File: src/rtl/intdst_agent.sv
// Interrupt-controller destination agent: acknowledges interrupts, delivers ids to the core, issues IPIs.
// Optional IPI busy-retry is built when INTDSTAGENT_IPIRETRY_EN is defined.
//
// state   | meaning
// IDLE    | arbitrating between interrupt ack, enable sync and IPI request
// ACK     | CMDACKINT in flight on PerInt
// DELIVER | source index presented to the core, waiting for irq_ready_i
// IPI     | CMDINTDST in flight (or waiting to retry after a busy response)
module intdst_agent #(
    parameter int ARCHBITSZ   = 32,
    parameter int DSTIDX      = 0,
    parameter int INTCTRLADDR = 0,
    localparam int ADDRBITSZ  = ARCHBITSZ - $clog2(ARCHBITSZ/8)
) (
    input  logic                   clk_i,
    input  logic                   rst_i,
    output logic [1:0]             pi1_op_o,
    output logic [ADDRBITSZ-1:0]   pi1_addr_o,
    output logic [ARCHBITSZ-1:0]   pi1_data_o,
    input  logic [ARCHBITSZ-1:0]   pi1_data_i,
    output logic [ARCHBITSZ/8-1:0] pi1_sel_o,
    input  logic                   pi1_rdy_i,
    input  logic                   intrqst_i,
    output logic                   intrdy_o,
    output logic                   intbest_o,
    input  logic                   en_i,
    input  logic                   halted_i,
    output logic                   irq_valid_o,
    output logic [ARCHBITSZ-1:0]   irq_id_o,
    input  logic                   irq_ready_i,
    input  logic                   ipi_req_i,
    input  logic [ARCHBITSZ-3:0]   ipi_dst_i,
    output logic                   ipi_done_o,
    output logic [ARCHBITSZ-1:0]   ipi_result_o
);

    localparam logic [1:0] PINOOP = 2'b00;
    localparam logic [1:0] PIRWOP = 2'b11;
    localparam logic [ARCHBITSZ-1:0] RESP_BUSY = {{(ARCHBITSZ-1){1'b1}}, 1'b0};

    typedef enum logic [1:0] {IDLE, ACK, DELIVER, IPI} state_t;

    state_t                 state_q, state_d;
    logic                   en_q;
    logic [ARCHBITSZ-1:0]   cmd_q;
    logic                   irq_valid_q;
    logic [ARCHBITSZ-1:0]   irq_id_q;
    logic                   ipi_done_q;
    logic [ARCHBITSZ-1:0]   ipi_result_q;
    logic                   launch_ack, launch_ipi, ack_fire, ipi_fire, op_active;
    logic                   resp_busy;
    logic [ARCHBITSZ-1:0]   ack_word, ipi_word;

`ifdef INTDSTAGENT_IPIRETRY_EN
    logic                   retry_wait_q;
    logic [3:0]             retry_cnt_q;
`endif

    assign ack_word  = (ARCHBITSZ'(DSTIDX) << 3) | {{(ARCHBITSZ-3){1'b0}}, en_i, 2'b00};
    assign ipi_word  = {ipi_dst_i, 2'b01};
    assign resp_busy = (pi1_data_i == RESP_BUSY);

    always_comb begin
        state_d    = state_q;
        launch_ack = 1'b0;
        launch_ipi = 1'b0;
        ack_fire   = 1'b0;
        ipi_fire   = 1'b0;
        op_active  = 1'b0;
        unique case (state_q)
            IDLE: begin
                // ipi_done_q blocks a relaunch while the core is still dropping ipi_req_i
                if (intrqst_i || (en_i != en_q)) begin
                    state_d    = ACK;
                    launch_ack = 1'b1;
                end else if (ipi_req_i && !ipi_done_q) begin
                    state_d    = IPI;
                    launch_ipi = 1'b1;
                end
            end
            ACK: begin
                op_active = 1'b1;
                ack_fire  = pi1_rdy_i;
                if (pi1_rdy_i)
                    state_d = resp_busy ? IDLE : DELIVER;
            end
            DELIVER: begin
                if (irq_ready_i)
                    state_d = IDLE;
            end
            IPI: begin
`ifdef INTDSTAGENT_IPIRETRY_EN
                if (retry_wait_q) begin
                    if (intrqst_i)
                        state_d = IDLE;
                end else begin
                    op_active = 1'b1;
                    ipi_fire  = pi1_rdy_i;
                    if (pi1_rdy_i && !resp_busy)
                        state_d = IDLE;
                end
`else
                op_active = 1'b1;
                ipi_fire  = pi1_rdy_i;
                if (pi1_rdy_i)
                    state_d = IDLE;
`endif
            end
            default: state_d = IDLE;
        endcase
    end

    always_ff @(posedge clk_i) begin
        if (rst_i) begin
            state_q      <= IDLE;
            en_q         <= 1'b0;
            cmd_q        <= '0;
            irq_valid_q  <= 1'b0;
            irq_id_q     <= '0;
            ipi_done_q   <= 1'b0;
            ipi_result_q <= '0;
        end else begin
            state_q    <= state_d;
            ipi_done_q <= 1'b0;
            if (launch_ack) begin
                cmd_q <= ack_word;
                en_q  <= en_i;
            end
            if (launch_ipi)
                cmd_q <= ipi_word;
            if (ack_fire && !resp_busy) begin
                irq_id_q    <= pi1_data_i;
                irq_valid_q <= 1'b1;
            end
            if (state_q == DELIVER && irq_ready_i)
                irq_valid_q <= 1'b0;
`ifdef INTDSTAGENT_IPIRETRY_EN
            if (ipi_fire && !resp_busy) begin
`else
            if (ipi_fire) begin
`endif
                ipi_result_q <= pi1_data_i;
                ipi_done_q   <= 1'b1;
            end
        end
    end

`ifdef INTDSTAGENT_IPIRETRY_EN
    // Busy response: 16 quiet cycles in IPI, then reissue; the countdown freezes while an ACK runs
    always_ff @(posedge clk_i) begin
        if (rst_i) begin
            retry_wait_q <= 1'b0;
            retry_cnt_q  <= '0;
        end else if (ipi_fire && resp_busy) begin
            retry_wait_q <= 1'b1;
            retry_cnt_q  <= 4'd15;
        end else if (state_q == IPI && retry_wait_q) begin
            if (retry_cnt_q == 4'd0)
                retry_wait_q <= 1'b0;
            else
                retry_cnt_q <= retry_cnt_q - 4'd1;
        end else if (state_q == IDLE && !ipi_req_i) begin
            retry_wait_q <= 1'b0;
        end
    end
`endif

    assign pi1_op_o     = op_active ? PIRWOP : PINOOP;
    assign pi1_addr_o   = ADDRBITSZ'(INTCTRLADDR);
    assign pi1_data_o   = cmd_q;
    assign pi1_sel_o    = '1;
    assign intrdy_o     = (state_q == IDLE) && en_q && !irq_valid_q;
    assign intbest_o    = intrdy_o && halted_i;
    assign irq_valid_o  = irq_valid_q;
    assign irq_id_o     = irq_id_q;
    assign ipi_done_o   = ipi_done_q;
    assign ipi_result_o = ipi_result_q;

endmodule

File: config.mk
export PLATFORM = sky130hd
export DESIGN_NAME = intdst_agent
export DESIGN_NICKNAME = d
export VERILOG_FILES = /design/src/rtl/intdst_agent.sv
export SDC_FILE = /design/constraint.sdc
export NUM_CORES = 1
export LEC_CHECK = 0
export BUFFER_PORTS_ARGS = -buffer_cell sky130_fd_sc_hd__buf_2
export CORE_UTILIZATION = 46
export DETAILED_ROUTE_END_ITERATION = 8
export GPL_ROUTABILITY_DRIVEN = 0
export PLACE_DENSITY = 0.86
export SYNTH_ARGS = -nofsm -noshare
export SYNTH_HDL_FRONTEND = slang
export SYNTH_SLANG_ARGS = --single-unit
File: constraint.sdc
create_clock -name clk_i -period 1.7 [get_ports clk_i]
set_input_delay 0.34 -clock clk_i [delete_from_list [all_inputs] [get_ports clk_i]]
set_output_delay 0.34 -clock clk_i [all_outputs]
set_load 0.1 [all_outputs]
# ---- Word level (Yosys, flattened, before mapping)
# Index checks and enable logic that the tools add are counted.
# W data, S select, Z words.
dict set report op_classes {
  mux 19
  eq_ne 9
  n_reduce_logical 15
}
# operator n
set op_table {}
lappend op_table {{$mux W32} 2}
lappend op_table {{$eq A32 B32 Y1 const B} 1}
lappend op_table {{$mux W2} 7}
lappend op_table {{$mux W1} 9}
lappend op_table {{$pmux W2 S4} 1}
lappend op_table {{$logic_and A1 B1 Y1} 6}
lappend op_table {{$ne A2 B2 Y1 const B} 3}
lappend op_table {{$eq A2 B2 Y1 const B} 2}
lappend op_table {{$reduce_and A4 Y1} 1}
lappend op_table {{$reduce_or A2 Y1} 2}
lappend op_table {{$logic_not A1 Y1} 3}
lappend op_table {{$ne A3 B3 Y1 const B} 1}
lappend op_table {{$eq A2 B1 Y1 const B} 1}
lappend op_table {{$logic_not A2 Y1} 1}
lappend op_table {{$reduce_bool A2 Y1} 1}
lappend op_table {{$logic_or A1 B1 Y1} 1}
lappend op_table {{$ne A1 B1 Y1} 1}
dict set report totals {
  output_inout_bits 136
  elab_cells 50
  input_bits 70
  register_bits 100
}

# ---- Logic depth before layout (Yosys ltp)
dict set report depth {
  word_depth 6
  ltp_mapped 6
  mapped_depth_nobuf 4
}

# ---- Worst setup path after synthesis
# Ideal clock, no wire load.
dict set report synth_timing {
  path_kind {reg2out}
  from {reg irq_valid_q, in the netlist irq_valid_o}
  to {out intbest_o}
  arrival_ps 5001
  stages_incl_launch_ff 3
  setup_slack_ps -3641
  t_required_ps 1360
  path_buffers 0
  path_cell_list {dfxtp_1 -> nor4b_1 -> and2_1}
}
dict set report synth_between {
  elab_chain_cells 3
}
# element line_no
set synth_rtl {}
lappend synth_rtl {{start: declaration} 46} ;# logic irq_valid_q;
lappend synth_rtl {{start signal: assignment} 118} ;# irq_valid_q <= 1'b0;
lappend synth_rtl {{start signal: assignment} 133} ;# irq_valid_q <= 1'b1;
lappend synth_rtl {{start signal: assignment} 136} ;# irq_valid_q <= 1'b0;
lappend synth_rtl {{$logic_not A1 Y1} 172} ;# assign intrdy_o = (state_q == IDLE) && en_q && !irq_valid_q;
lappend synth_rtl {{$logic_and A1 B1 Y1} 172}
lappend synth_rtl {{net intrdy_o} 24} ;# output logic intrdy_o,
lappend synth_rtl {{$logic_and A1 B1 Y1} 173} ;# assign intbest_o = intrdy_o && halted_i;
lappend synth_rtl {{end: declaration} 25} ;# output logic intbest_o,
# The timed path passes the listed nets, and every way through them passes these cells.

# ---- Worst setup path in the final report
dict set report layout_timing {
  from {reg irq_valid_q, in the netlist irq_valid_o}
  to {out intbest_o}
}
dict set report layout_between {
  elab_chain_cells 3
}
# element line_no
set layout_rtl {}
lappend layout_rtl {{$logic_not A1 Y1} 172}
lappend layout_rtl {{$logic_and A1 B1 Y1} 172}
lappend layout_rtl {{$logic_and A1 B1 Y1} 173}
# No other way between the ends.

==> flow_summary.ini <==
[critical_path]
worstReg2RegStart = state_q[1]$_SDFFE_PP0P_
crit_path_start_kind = flip-flop
critPathArrivalTime_ns = 1.42
endpoint_kind = primary output
path_max_fanout = 3
criticalPathCategory = flip-flop to primary output
rrSetupSlack_ns = 0.11
r2r_cells = 6
reg2reg_to = pi1_data_o[11]$_SDFFE_PP0P_
cp-startpoint = irq_valid_o$_SDFFE_PP0P_
critical_path_required_ns = 1.36
worstSetupEndpoint = intbest_o

[final_layout]
nFillCells = 771
multi_input_area_sq_mm = 0.00196
fin_area_sq_mm = 0.00544
finish.net_count = 700
drive_gt1_share_pct = 34.2
area_delta_synth_final_pct = 27.9
regArea_sq_mm = 0.00201

[power_and_ir_drop]
vdd_drop_max_mv = 0.512
p_leak_nw = 2.47
p_per_area_mw_per_mm2 = 1150
internal_power_mw = 3.55
clock_power_share_pct = 23.5
p_sw_share_pct = 43.1
p_comb_share_pct = 35.5
seq_power_share_pct = 41.0
power.switching_mw = 2.69

[die]
design.die.area_sq_mm = 0.00963
die_h_um = 98.1
die_w_um = 98.1
num_io_pins = 206
placementRows = 34
initial_core_util_pct = 48.0
coreArea_sq_mm = 0.00885

[hold_path]
worstHoldPathType = primary input to flip-flop

[clocking]
clockBufferDepth = 2
cts_tree = done
htree_levels = 3
cts_buffers = 9
cts.sinks = 100
clk_latency_ns = 0.35
cts_root_buf = clkbuf_8
cts.reportedPaths.clkPinSlew_ns = 0.10

[logic_synthesis]
yosysTopAreaCellShare_pct = 47.1
avgSynthCellArea_sq_um = 9.08
ys_seq_area_share_pct = 47.1
synthTopCellsByCount = dfxtp_1, nand2_1, nand2b_1
synth_most_common_cell = dfxtp_1
synth_top_cell_by_area = dfxtp_1
ys.flop_type = dfxtp_1
async_reset_ff_share_pct = 0
ys_warn_count = 0
yosysUniqueCellTypes = 35
syn_area_sq_mm = 0.00425
synth_edf_count = 0
syn_inst = 468
synth-seq-cells = 100
yosys-top-cells-area = dfxtp_1, nand2b_1, mux2i_1, buf_4, nand2_1

[route]
drc_errors = 14
viasPerCell = 5.02
drt-total-wl_um = 10500
vias = 3735
firstDrtPassIters = 9
drtAntennaViolNets = 0
first_iter_violations = 186
wl_per_cell_um = 14.1

[timing]
drv_slew = 0
slew_headroom_pct = 66.2
fin_crit_ns = 1.76
setup_violations = 2
rsz0062_at_grt = true
fin_crit_sh_pct = 104
final_hold_viol_count = 0
clock_skew_ns = 0.00859
finalWorstSetupSlack_ns = -0.0641
tns_ns = -0.0996
clock.fmax_mhz = 567
worst_pin_slew_ns = 0.511

[global_routing]
grt_pass1_wl_um = 16800
gr-total-overflow = 0
antenna_found_initial = 1
grt_util_all_layers_pct = 21.7
grt_max_degree = 70
grt_pass1_vias = 3574

[placement]
portBuffers = 170
place_hpwl_um = 7800
dpl_cell_area_sq_mm = 0.00523

[job]
max_cap_violations = 0

[status]
status = finished, violations left
violations = design-rule violations, negative setup slack
-- power groups by stage --
| stage | Combinational (mW) | Sequential (mW) | Clock, mW |
|---|---|---|---|
| 3_3_place_gp | 2.17 | 2.62 | 0 |
| 2_1_floorplan | 1.01 | 3.42 | 0 |
| 3_5_place_dp | 2.20 | 2.62 | 0 |
| 4_1_cts | 2.22 | 2.56 | 1.51 |
| 5_1_grt | 2.31 | 2.58 | 1.62 |
| 6_report | 2.22 | 2.56 | 1.47 |
-- per-stage QoR --
step / setup WS (ns) / util [%] / hold slack [ns] / std cells / total power, mW
3_5_place_dp: 0.0533 / 59.1 / 0.445 / 726 / 4.82
5_1_grt: -0.174 / 61.4 / 0.206 / 744 / 6.51
3_3_place_gp: 0.125 / 59.1 / 0.439 / 726 / 4.78
2_1_floorplan: -0.715 / - / 0.476 / 501 / 4.43
4_1_cts: -0.113 / 61.4 / 0.207 / 743 / 6.29
6_report: -0.0641 / 61.4 / 0.220 / 744 / 6.25
-- placed cells by master (no fill, tap or decap), drive strengths merged, types with 2 or more instances in the layout --
master / n
a211oi: 2
a21oi: 36
a22oi: 29
buf: 188
clkbuf: 10
clkinv: 2
conb: 35
dfxtp: 100
inv: 5
mux2i: 32
nand2: 67
nand2b: 65
nand4: 7
nor2: 32
nor3: 2
nor4: 2
nor4b: 2
o21ai: 2
or2b: 2
or4: 2
-- worst max-delay path, stage by stage, from the launching register on --
cell	delay, ns
dfxtp_4	0.37
nor4b_4	0.33
and2_4	0.21
buf_12	0.16
-- cell type report --
cell class / instances / share of cell area, %
clock inverters: 6 / 1.04
repair buffers: 188 / 20.7
clock buffers: 10 / 2.53
inverters: 2 / 0.138
diodes: 1 / 0.0460
flip-flops and latches: 100 / 37.0
multi-input cells: 329 / 36.1
well taps: 108 / 2.49
-- how the worst min path moves through the flow --
stage	from	to	slack, ns	cells after the start
after floorplan	en_i	en_q$_SDFFE_PP0P_	0.48	2
after global placement	ipi_result_o[0]$_SDFFE_PP0P_	ipi_result_o[0]$_SDFFE_PP0P_	0.44	2
after detailed placement	ipi_result_o[4]$_SDFFE_PP0P_	ipi_result_o[4]$_SDFFE_PP0P_	0.44	2
after CTS	ipi_dst_i[10]	pi1_data_o[12]$_SDFFE_PP0P_	0.21	3
after global routing	ipi_dst_i[11]	pi1_data_o[13]$_SDFFE_PP0P_	0.21	3
final	ipi_dst_i[12]	pi1_data_o[14]$_SDFFE_PP0P_	0.22	3
-- what timing repair did --
action / 4_1_cts / 5_1_grt
endpoints found under the setup margin: 2 / 3
hold buffers: 0 / 0
buffers inserted: 1 / 0
pin swaps: 2 / 0
resized for setup: 3 / 0
-- logic make-up (layout without fill, tap and decap cells) --
group	Yosys count	in the layout	synth area share, %
buffers and inverters	72	206	10.5
and+or+nand+nor	186	186	23.0
AOI/OAI and AO/OA	75	75	11.5
other	2	36	0.177
DFF	100	100	47.1
xor gates and xnor gates	1	1	0.206
muxes	32	32	7.54
-- state kept, by name, summed over array words and instances, names as in the netlist --
signal	flops
pi1_data_o	31
irq_id_o	32
ipi_result_o	32
en_q	1
ipi_done_o	1
irq_valid_o	1
state_q	2
-- routing by layer --
| metal | track usage, % | vias to the layer above | part of all wire (%) |
|---|---|---|---|
| met4 | 8.39 | 0 | 2.1 |
| met5 | 0 | - | 0 |
| li1 | - | 1812 | - |
| met3 | 5.37 | 14 | 6.6 |
| met1 | 24.9 | 1764 | 40 |
| met2 | 38.8 | 145 | 51 |
Power figures use the tool's default switching activity.
